File: src/rtl/ahb_led_sequencer_if.sv
// ahb_led_sequencer_if: groups the sequencer's control, config, status and AHB-Lite master signals.
// Ports: start/stop/one_shot and cfg_* in; HREADY in; HADDR/HTRANS/HWRITE/HSIZE/HWDATA, busy/step/wrap out.
interface ahb_led_sequencer_if #(parameter int DIV_WIDTH = 24);
    logic                 start;
    logic                 stop;
    logic                 one_shot;
    logic                 cfg_we;
    logic [2:0]           cfg_addr;
    logic [7:0]           cfg_wdata;
    logic [2:0]           cfg_len;
    logic [DIV_WIDTH-1:0] cfg_period;
    logic [7:0]           cfg_mask;
    logic                 HREADY;
    logic [31:0]          HADDR;
    logic [1:0]           HTRANS;
    logic                 HWRITE;
    logic [2:0]           HSIZE;
    logic [31:0]          HWDATA;
    logic                 busy;
    logic [2:0]           step;
    logic                 wrap;
    modport master (
        input  start, stop, one_shot, cfg_we, cfg_addr, cfg_wdata, cfg_len, cfg_period, cfg_mask, HREADY,
        output HADDR, HTRANS, HWRITE, HSIZE, HWDATA, busy, step, wrap
    );
    modport slave (
        output start, stop, one_shot, cfg_we, cfg_addr, cfg_wdata, cfg_len, cfg_period, cfg_mask, HREADY,
        input  HADDR, HTRANS, HWRITE, HSIZE, HWDATA, busy, step, wrap
    );
endinterface

File: src/rtl/ahb_led_sequencer.sv
// ahb_led_sequencer: AHB-Lite master that writes the LED mask once, then plays an 8-entry pattern table.
// Ports: HCLK clock, HRESET sync active-high reset, bus (master modport) carrying control, config and AHB signals.
module ahb_led_sequencer #(
    parameter logic [31:0] BASE_ADDR = 32'h5000_0000,
    parameter int          DIV_WIDTH = 24
) (
    input logic                 HCLK,
    input logic                 HRESET,
    ahb_led_sequencer_if.master bus
);
    typedef enum logic [2:0] {IDLE, MASK_A, MASK_D, DATA_A, DATA_D, WAIT} state_t;
    localparam logic [1:0] NONSEQ = 2'b10;

    state_t               state_q, state_d;
    logic [7:0]           tbl_q [8];
    logic [2:0]           idx_q, len_q, step_q;
    logic                 one_shot_q, stop_q, wrap_q, hwrite_q;
    logic [7:0]           mask_q;
    logic [DIV_WIDTH-1:0] cnt_q;
    logic [31:0]          haddr_q, hwdata_q;
    logic [1:0]           htrans_q;
    logic                 stop_any, last, addr_d;

    // A stop arriving this cycle acts immediately, same as one already pending.
    always_comb begin
        stop_any = bus.stop | stop_q;
        last     = idx_q == len_q;
        state_d  = state_q;
        case (state_q)
            IDLE:    state_d = (bus.start && !bus.stop) ? MASK_A : IDLE;
            MASK_A:  state_d = bus.HREADY ? MASK_D : MASK_A;
            MASK_D:  state_d = !bus.HREADY ? MASK_D : stop_any ? IDLE : DATA_A;
            DATA_A:  state_d = bus.HREADY ? DATA_D : DATA_A;
            DATA_D:  state_d = !bus.HREADY ? DATA_D :
                               (stop_any || (last && one_shot_q)) ? IDLE :
                               (bus.cfg_period == '0) ? DATA_A : WAIT;
            WAIT:    state_d = stop_any ? IDLE : (cnt_q <= DIV_WIDTH'(1)) ? DATA_A : WAIT;
            default: state_d = IDLE;
        endcase
        addr_d = state_d == MASK_A || state_d == DATA_A;
    end

    // Bus outputs are registered from the next state so each address phase starts cleanly on a clock edge.
    always_ff @(posedge HCLK) begin
        if (HRESET) begin
            state_q    <= IDLE;
            for (int i = 0; i < 8; i++) tbl_q[i] <= '0;
            idx_q      <= '0;
            len_q      <= '0;
            step_q     <= '0;
            one_shot_q <= 1'b0;
            stop_q     <= 1'b0;
            wrap_q     <= 1'b0;
            hwrite_q   <= 1'b0;
            mask_q     <= '0;
            cnt_q      <= '0;
            haddr_q    <= '0;
            hwdata_q   <= '0;
            htrans_q   <= '0;
        end else begin
            state_q  <= state_d;
            htrans_q <= addr_d ? NONSEQ : 2'b00;
            hwrite_q <= addr_d;
            stop_q   <= state_d != IDLE && stop_any;
            wrap_q   <= 1'b0;
            if (bus.cfg_we) tbl_q[bus.cfg_addr] <= bus.cfg_wdata;
            if (state_d == MASK_A) haddr_q <= BASE_ADDR + 32'd1;
            if (state_d == DATA_A) haddr_q <= BASE_ADDR;
            if (state_q == IDLE && state_d == MASK_A) begin
                len_q      <= bus.cfg_len;
                one_shot_q <= bus.one_shot;
                mask_q     <= bus.cfg_mask;
                idx_q      <= '0;
            end
            if (state_q == MASK_A && bus.HREADY) hwdata_q <= {24'h0, mask_q};
            // The entry is read as its address phase is accepted, so live table writes are picked up.
            if (state_q == DATA_A && bus.HREADY) hwdata_q <= {24'h0, tbl_q[idx_q]};
            if (state_q == DATA_D && bus.HREADY) begin
                step_q <= idx_q;
                cnt_q  <= bus.cfg_period;
                wrap_q <= last;
                idx_q  <= last ? 3'd0 : idx_q + 3'd1;
            end
            if (state_q == WAIT) cnt_q <= cnt_q - DIV_WIDTH'(1);
        end
    end

    assign bus.HADDR  = haddr_q;
    assign bus.HTRANS = htrans_q;
    assign bus.HWRITE = hwrite_q;
    assign bus.HSIZE  = 3'b000;
    assign bus.HWDATA = hwdata_q;
    assign bus.busy   = state_q != IDLE;
    assign bus.step   = step_q;
    assign bus.wrap   = wrap_q;
endmodule

File: src/flat_wrapper.sv
// flat-port wrapper written by rule: the top's interface ports become plain ports
module ahb_led_sequencer_flat 
#(
    parameter logic [31:0] BASE_ADDR = 32'h5000_0000,
    parameter int          DIV_WIDTH = 24
)
  (HCLK, HRESET, bus_start, bus_stop, bus_one_shot, bus_cfg_we, bus_cfg_addr, bus_cfg_wdata, bus_cfg_len, bus_cfg_period, bus_cfg_mask, bus_HREADY, bus_HADDR, bus_HTRANS, bus_HWRITE, bus_HSIZE, bus_HWDATA, bus_busy, bus_step, bus_wrap);
  ahb_led_sequencer_if #(.DIV_WIDTH(DIV_WIDTH)) bus_i ();
  input logic HCLK;
  input logic HRESET;
  input wire logic [$bits(bus_i.start)-1:0] bus_start;
  input wire logic [$bits(bus_i.stop)-1:0] bus_stop;
  input wire logic [$bits(bus_i.one_shot)-1:0] bus_one_shot;
  input wire logic [$bits(bus_i.cfg_we)-1:0] bus_cfg_we;
  input wire logic [$bits(bus_i.cfg_addr)-1:0] bus_cfg_addr;
  input wire logic [$bits(bus_i.cfg_wdata)-1:0] bus_cfg_wdata;
  input wire logic [$bits(bus_i.cfg_len)-1:0] bus_cfg_len;
  input wire logic [$bits(bus_i.cfg_period)-1:0] bus_cfg_period;
  input wire logic [$bits(bus_i.cfg_mask)-1:0] bus_cfg_mask;
  input wire logic [$bits(bus_i.HREADY)-1:0] bus_HREADY;
  output wire logic [$bits(bus_i.HADDR)-1:0] bus_HADDR;
  output wire logic [$bits(bus_i.HTRANS)-1:0] bus_HTRANS;
  output wire logic [$bits(bus_i.HWRITE)-1:0] bus_HWRITE;
  output wire logic [$bits(bus_i.HSIZE)-1:0] bus_HSIZE;
  output wire logic [$bits(bus_i.HWDATA)-1:0] bus_HWDATA;
  output wire logic [$bits(bus_i.busy)-1:0] bus_busy;
  output wire logic [$bits(bus_i.step)-1:0] bus_step;
  output wire logic [$bits(bus_i.wrap)-1:0] bus_wrap;
  assign bus_i.start = bus_start;
  assign bus_i.stop = bus_stop;
  assign bus_i.one_shot = bus_one_shot;
  assign bus_i.cfg_we = bus_cfg_we;
  assign bus_i.cfg_addr = bus_cfg_addr;
  assign bus_i.cfg_wdata = bus_cfg_wdata;
  assign bus_i.cfg_len = bus_cfg_len;
  assign bus_i.cfg_period = bus_cfg_period;
  assign bus_i.cfg_mask = bus_cfg_mask;
  assign bus_i.HREADY = bus_HREADY;
  assign bus_HADDR = bus_i.HADDR;
  assign bus_HTRANS = bus_i.HTRANS;
  assign bus_HWRITE = bus_i.HWRITE;
  assign bus_HSIZE = bus_i.HSIZE;
  assign bus_HWDATA = bus_i.HWDATA;
  assign bus_busy = bus_i.busy;
  assign bus_step = bus_i.step;
  assign bus_wrap = bus_i.wrap;
  ahb_led_sequencer #(.BASE_ADDR(BASE_ADDR), .DIV_WIDTH(DIV_WIDTH)) u_core (.HCLK(HCLK), .HRESET(HRESET), .bus(bus_i));
endmodule
File: config.mk
export PLATFORM = sky130hd
export DESIGN_NAME = ahb_led_sequencer_flat
export DESIGN_NICKNAME = d
export VERILOG_FILES = /design/src/rtl/ahb_led_sequencer_if.sv /design/src/rtl/ahb_led_sequencer.sv /design/src/flat_wrapper.sv
export SDC_FILE = /design/constraint.sdc
export NUM_CORES = 1
export LEC_CHECK = 0
export ABC_CLOCK_PERIOD_IN_PS = 3300
export BUFFER_PORTS_ARGS = -buffer_cell sky130_fd_sc_hd__buf_2
export CORE_ASPECT_RATIO = 1.1
export CORE_MARGIN = 4
export CORE_UTILIZATION = 45
export CTS_CLUSTER_DIAMETER = 80
export DETAILED_ROUTE_END_ITERATION = 10
export MAX_ROUTING_LAYER = met4
export PLACE_DENSITY = 0.77
export RECOVER_POWER = 50
export SLEW_MARGIN = 15
export SYNTH_ARGS = -nofsm -noshare
export SYNTH_HDL_FRONTEND = slang
export SYNTH_SLANG_ARGS = --single-unit
File: constraint.sdc
create_clock -name HCLK -period 3.3 [get_ports HCLK]
set_clock_uncertainty 0.2 [all_clocks]
set_input_delay 0.66 -clock HCLK [delete_from_list [all_inputs] [get_ports HCLK]]
set_output_delay 0.66 -clock HCLK [all_outputs]
set_load 0.03 [all_outputs]
## After elaboration in Yosys (flattened, before gate mapping)

Memory sizes are Yosys's and may differ from the RTL's. A register that Yosys moved wholly into a read port is not among the register bits.
Index checks and enable logic that the tools add are counted.

- Bits in registers: 61
- RAM bits: 64
- Input bits: 53
- Output and inout bits: 75
- Word-level logic and storage cells: 80
- Memories kept: 1

Memory list:

| name | depth | bits a word | rd ports | clocked after Yosys merged registers in | write ports | RTL line | RTL |
|---|---|---|---|---|---|---|---|
| u_core.tbl_q | 8 | 8 | 1 | 1 | 8 | ahb_led_sequencer.sv:15 | `logic [7:0] tbl_q [8];` |

- Add/sub/neg operators: 2
- Magnitude comparators: 1
- Eq/ne operators: 8
- Multiplexer cells: 31
- Bitwise operators: 2
- Reduce and logical (&&, ||, !) cells: 21

Operators with widths:

| kind | number |
|---|---|
| 31-bit two-way mux | 2 |
| 24-bit two-way mux | 2 |
| 3-bit two-way mux | 13 |
| 24-bit by 1-bit less-or-equal comparator with 1-bit output, second input constant | 1 |
| 24-bit logical NOT | 1 |
| 8-bit two-way mux | 3 |
| 24-bit by 1-bit subtractor with 24-bit output, second input constant | 1 |
| 3-bit case mux with 6 select lines | 1 |
| 3-bit by 2-bit equality test with 1-bit output, second input constant | 3 |
| 2-bit nonzero test | 4 |
| 8-bit OR reduction | 1 |
| 1-bit logical AND | 7 |
| 1-bit two-way mux | 7 |
| 3-bit by 1-bit equality test with 1-bit output, second input constant | 2 |
| 3-bit equality test, second input constant | 2 |
| 2-bit two-way mux | 3 |
| 3-bit nonzero test | 2 |
| 2-bit OR reduction | 2 |
| 3-bit by 1-bit adder with 3-bit output, second input constant | 1 |
| 3-bit equality test | 1 |
| 3-bit logical NOT | 1 |
| 1-bit logical OR | 2 |
| 1-bit logical NOT | 1 |
| 1-bit inverter | 1 |
| 1-bit OR | 1 |

## Logic depth before layout (Yosys ltp)

- Depth in word-level cells: 12
- Depth in mapped cells: 8

## Worst setup path after synthesis

OpenSTA, ideal clock, no wires.

- Kind: reg-to-reg
- Start point: reg u_core.cnt_q[9]
- End point: reg u_core.haddr_q[0] (netlist: u_core.bus.HADDR[0])
- Arrival time: 2,165 ps
- Data required time: 3,030 ps
- Setup slack: 865 ps
- Stages on the path, launching flop included: 7
- Cell sequence: dfxtp_1 > or4_1 > or4_4 > nor3_2 > nor2_1 > or4b_1 > a21oi_1

- Word-level cells in the longest chain between the ends: 6
- Elaborated cells between the ends (all ways): 7
- Those cells by class: order compare (1); eq/ne (2); mux (3); reduce/logical (1)

RTL lines:

| element | RTL line | RTL |
|---|---|---|
| start: declaration | ahb_led_sequencer.sv:19 | `logic [DIV_WIDTH-1:0] cnt_q;` |
| start signal: assignment | ahb_led_sequencer.sv:80 | `cnt_q <= bus.cfg_period;` |
| start signal: assignment | ahb_led_sequencer.sv:84 | `if (state_q == WAIT) cnt_q <= cnt_q - DIV_WIDTH'(1);` |
| 24-bit by 1-bit less-or-equal comparator with 1-bit output (*) | ahb_led_sequencer.sv:37 | `WAIT: state_d = stop_any ? IDLE : (cnt_q <= DIV_WIDTH'(1)) ? DATA_A : WAIT;` |
| 3-bit two-way mux (*) (2 in a row) | ahb_led_sequencer.sv:37 |  |
| 3-bit case mux with 6 select lines (*) | ahb_led_sequencer.sv:29 | `case (state_q)` |
| 3-bit by 2-bit equality test with 1-bit output | ahb_led_sequencer.sv:68 | `if (state_d == DATA_A) haddr_q <= BASE_ADDR;` |
| 2-bit OR reduction (no source line) | n/a |  |
| end signal: assignment | ahb_led_sequencer.sv:67 | `if (state_d == MASK_A) haddr_q <= BASE_ADDR + 32'd1;` |
| end: declaration | ahb_led_sequencer.sv:20 | `logic [31:0] haddr_q, hwdata_q;` |

Every way passes the cells marked *; elsewhere a longest branch is shown, timed or not.
A chain may end at the register's enable or synchronous reset.

## Worst setup path in the final report

- Start point: reg u_core.state_q[1]
- End point: reg u_core.cnt_q[20]

- Word-level cells in the longest chain between the ends: 3
- Elaborated cells between the ends (all ways): 5
- Those cells by class: eq/ne (2); mux (1); reduce/logical (2)

RTL lines:

| element | RTL line | RTL |
|---|---|---|
| start: declaration | ahb_led_sequencer.sv:14 | `state_t state_q, state_d;` |
| start signal: assignment | ahb_led_sequencer.sv:61 | `state_q <= state_d;` |
| 3-bit equality test | ahb_led_sequencer.sv:78 | `if (state_q == DATA_D && bus.HREADY) begin` |
| 1-bit logical AND | ahb_led_sequencer.sv:78 |  |
| 2-bit nonzero test (no source line) | n/a |  |

Parallel ways exist; a longest one is shown, timed or not.

==> impl_metrics.py <==
metrics = {
    "clocking": {
        "ctsRootBufferMaster": "sky130_fd_sc_hd__clkbuf_16",
        "cts_resized": 0,
        "clk_latency_ns": 0.43,
        "clockBufferDepth": 2,
        "htree_num_levels": 4,
        "cts-buffers-inserted": 17,
        "cts_tree": "yes",
        "cts.hold.buffers_added": 0,
        "tritoncts_num_sinks": 125,
        "post_cts.repair.setup_buffers": 0,
        "clkSlewWorstSetupHoldPaths_ns": 0.05,
    },
    "placed_design": {
        "dpl_worst_slack_ns": 0.357,
        "gpl.final_weighted_congestion": 0.861,
        "hpwl_um": 10400,
        "portBuffers": 70,
    },
    "drt": {
        "detail-route-antenna-nets": 0,
        "routed_wl_um": 14200,
        "drc": 0,
        "drt_pass1_iterations": 7,
        "drtIter0Drc": 441,
        "post_dr_wirelength_cell_um": 16.1,
        "num_vias": 4751,
        "post_drt_via_cell_ratio": 5.38,
    },
    "hold_path": {
        "holdCritPathClass": "reg -> reg",
    },
    "sta": {
        "grt_setup_unrepaired": "no",
        "final_hold_fails": 0,
        "timing.final.ws_setup_ns": 0.483,
        "tns_ns": 0,
        "worst_hold_slack_ns": 0.268,
        "final_setup_violation_count": 0,
        "worst_slew_margin_rel_pct": 25.1,
        "finalMaxSlewViolations": 0,
        "max_freq_mhz": 355,
        "min_period_over_period_pct": 85.4,
        "final_period_minus_worst_setup_slack_ns": 2.82,
        "tightestPinTransition_ns": 1.12,
    },
    "layout": {
        "share_of_post_route_cells_with_drive_strength_above_1_pct": 17.6,
        "fin_nets": 743,
        "sequential_cell_area_um2": 3140,
        "multi_input_area_um2": 2740,
        "layout.filler_cells": 1178,
        "area_growth_pct": 14.4,
        "layout.core_utilization_pct": 53.3,
        "insertedDiodeCount": 0,
    },
    "die": {
        "num_rows": 44,
        "boundaryPins": 128,
        "die_h_um": 131,
        "die_area_um2": 15800,
        "total_core_area_um2": 13400,
        "fp.dieW_um": 120,
        "initial_util_pct": 46.6,
    },
    "worst_setup_path": {
        "cp.arrival_ns": 2.95,
        "critPathKind": "reg -> reg",
        "crit_path_max_fanout": 23,
        "timing.critical_path.required_ns": 3.43,
        "end_kind": "flip-flop",
        "crit_path_start_kind": "flip-flop",
    },
    "power_and_ir_drop": {
        "peakVddDrop_mv": 0.460,
        "power.density_nw_per_um2": 554,
        "static-leakage-power_nw": 2.61,
        "total_power_w": 0.00395,
    },
    "synthesis": {
        "synth_sequential_area_ratio_pct": 50.4,
        "syn_area_um2": 6230,
        "synthCells": 620,
        "ys.flop_type": "sky130_fd_sc_hd__edfxtp_1",
        "synthesized_area_per_cell_um2": 10.1,
        "synthArstFlopShare_pct": 0,
        "ys_ff_latch": 125,
        "synth_edf_count": 64,
        "synthDistinctLibCells": 50,
        "ys.warnings.count": 0,
    },
    "global_routing": {
        "grt_start_max_net_pins": 70,
        "gr-usage-all-layers_pct": 18.4,
        "grt_pass1_vias": 4634,
        "grt_pass1_wl_um": 22500,
        "gr-total-overflow": 0,
        "initial_antenna_violation_count": 0,
    },
    "flow_run": {
        "max_cap_violations": 0,
    },
    "run_status": {
        "status": "finished, final reports clean",
    },
}
## cell usage after synthesis, types with 2 or more instances
cell type | count | area share, %
sky130_fd_sc_hd__nand3_1 | 7 | 0.56
sky130_fd_sc_hd__nand4_1 | 2 | 0.20
sky130_fd_sc_hd__a211oi_1 | 9 | 1.1
sky130_fd_sc_hd__o31ai_1 | 3 | 0.36
sky130_fd_sc_hd__nor3_1 | 11 | 0.88
sky130_fd_sc_hd__or3_2 | 2 | 0.24
sky130_fd_sc_hd__a2111oi_0 | 3 | 0.42
sky130_fd_sc_hd__a22oi_1 | 4 | 0.48
sky130_fd_sc_hd__or4_4 | 3 | 0.54
sky130_fd_sc_hd__or3_1 | 2 | 0.20
sky130_fd_sc_hd__mux2i_1 | 8 | 1.3
sky130_fd_sc_hd__o211ai_1 | 6 | 0.72
sky130_fd_sc_hd__o21ai_0 | 15 | 1.2
sky130_fd_sc_hd__clkbuf_1 | 26 | 1.6
sky130_fd_sc_hd__mux4_2 | 16 | 5.8
sky130_fd_sc_hd__nand2_1 | 60 | 3.6
sky130_fd_sc_hd__dfxtp_1 | 61 | 20
sky130_fd_sc_hd__xor2_1 | 3 | 0.42
sky130_fd_sc_hd__or4_1 | 3 | 0.36
sky130_fd_sc_hd__nor2_1 | 66 | 4.0
sky130_fd_sc_hd__or3b_2 | 2 | 0.28
sky130_fd_sc_hd__or2_2 | 12 | 1.2
sky130_fd_sc_hd__nor4_1 | 12 | 1.2
sky130_fd_sc_hd__edfxtp_1 | 64 | 31
sky130_fd_sc_hd__nand3b_1 | 3 | 0.36
sky130_fd_sc_hd__buf_1 | 2 | 0.12
sky130_fd_sc_hd__o311ai_0 | 2 | 0.28
sky130_fd_sc_hd__ha_1 | 3 | 0.60
sky130_fd_sc_hd__inv_1 | 5 | 0.30
sky130_fd_sc_hd__buf_4 | 59 | 7.1
sky130_fd_sc_hd__a21oi_1 | 53 | 4.3
sky130_fd_sc_hd__and2_1 | 66 | 6.6
sky130_fd_sc_hd__a31oi_1 | 8 | 0.80
sky130_fd_sc_hd__nand2b_1 | 2 | 0.20
sky130_fd_sc_hd__a221oi_1 | 2 | 0.28
## layout make-up
class / count / share of cell area (%)
tap: 184 / 3.23
clock inverter: 6 / 1.51
clock buffer: 25 / 6.96
timing repair buffer: 80 / 5.49
multi-input combinational: 458 / 38.5
inverter: 5 / 0.263
sequential: 125 / 44.1
## sequential cells by signal, summed over array words and instances (netlist names), named ones only
name / cells
u_core.tbl_q: 64
u_core.cnt_q: 24
u_core.bus.HWDATA: 8
u_core.mask_q: 8
u_core.bus.step: 3
u_core.idx_q: 3
u_core.len_q: 3
u_core.state_q: 3
u_core.bus.HADDR: 2
u_core.bus.HTRANS: 1
u_core.bus.wrap: 1
u_core.one_shot_q: 1
u_core.stop_q: 1
## metrics by stage
| step | std cells | area (um^2) |
|---|---|---|
| CTS | 883 | 7170 |
| global route | 883 | 7130 |
| floorplan | 676 | 6440 |
| finish | 883 | 7130 |
| global placement | 852 | 6560 |
| detailed placement | 852 | 6560 |
## worst max-delay path, cell delays in order (launching register included)
cell and delay, ns:
sky130_fd_sc_hd__dfxtp_1 0.59, sky130_fd_sc_hd__nor2_1 0.12, sky130_fd_sc_hd__nand3_1 0.13, sky130_fd_sc_hd__clkbuf_1 0.84
sky130_fd_sc_hd__nand2_1 0.36, sky130_fd_sc_hd__o21ai_0 0.18, sky130_fd_sc_hd__nand2_1 0.10, sky130_fd_sc_hd__a31oi_1 0.20
## cell families after synthesis
group,synth area share [%]
xor+xnor,0.422
flops,50.4
fa+ha+maj,0.602
mux,7.07
simple gates,21.8
compound gates,10.5
buf+inv,9.17
other cells,0.0602
## layout by cell type (no fill, tap or decap), types with 4 or more instances in the layout
cell / Yosys / final
sky130_fd_sc_hd__a211oi_1: 9 / 9
sky130_fd_sc_hd__a21oi_1: 53 / 53
sky130_fd_sc_hd__a22oi_1: 4 / 4
sky130_fd_sc_hd__a31oi_1: 8 / 8
sky130_fd_sc_hd__and2_0: 0 / 40
sky130_fd_sc_hd__and2_1: 66 / 26
sky130_fd_sc_hd__buf_2: 1 / 52
sky130_fd_sc_hd__buf_4: 59 / 7
sky130_fd_sc_hd__clkbuf_1: 26 / 26
sky130_fd_sc_hd__clkbuf_16: 0 / 18
sky130_fd_sc_hd__conb_1: 1 / 57
sky130_fd_sc_hd__dfxtp_1: 61 / 61
sky130_fd_sc_hd__edfxtp_1: 64 / 64
sky130_fd_sc_hd__inv_1: 5 / 5
sky130_fd_sc_hd__mux2i_1: 8 / 8
sky130_fd_sc_hd__mux4_2: 16 / 16
sky130_fd_sc_hd__nand2_1: 60 / 60
sky130_fd_sc_hd__nand3_1: 7 / 7
sky130_fd_sc_hd__nor2_1: 66 / 66
sky130_fd_sc_hd__nor3_1: 11 / 11
sky130_fd_sc_hd__nor4_1: 12 / 12
sky130_fd_sc_hd__o211ai_1: 6 / 6
sky130_fd_sc_hd__o21ai_0: 15 / 15
sky130_fd_sc_hd__or2_2: 12 / 11
## worst paths after layout
path	startpoint	endpoint	slack, ns	cells past startpoint
worst max-delay path	u_core.state_q[1]	u_core.cnt_q[20]	0.48	7
worst min-delay path	u_core.bus.HADDR[28]	u_core.bus.HADDR[28]	0.27	2
worst max register to register	u_core.state_q[1]	u_core.cnt_q[20]	0.48	7
worst min register to register	u_core.bus.HADDR[28]	u_core.bus.HADDR[28]	0.27	2
## metal layers
metal	share of wire [%]	track usage, %	wire length [um]
met1	38	20.2	5370
met5	0	-	0
met3	7.8	5.03	1110
met4	1.9	6.74	265
met2	53	32.0	7470
## power breakdown
part | total [W] | switching (W) | internal, W
Combinational | 0.000314 | 0.000230 | 0.0000847
Clock | 0.00191 | 0.000641 | 0.00126
Sequential | 0.00173 | 0.0000314 | 0.00170
Power figures use the tool's default switching activity.
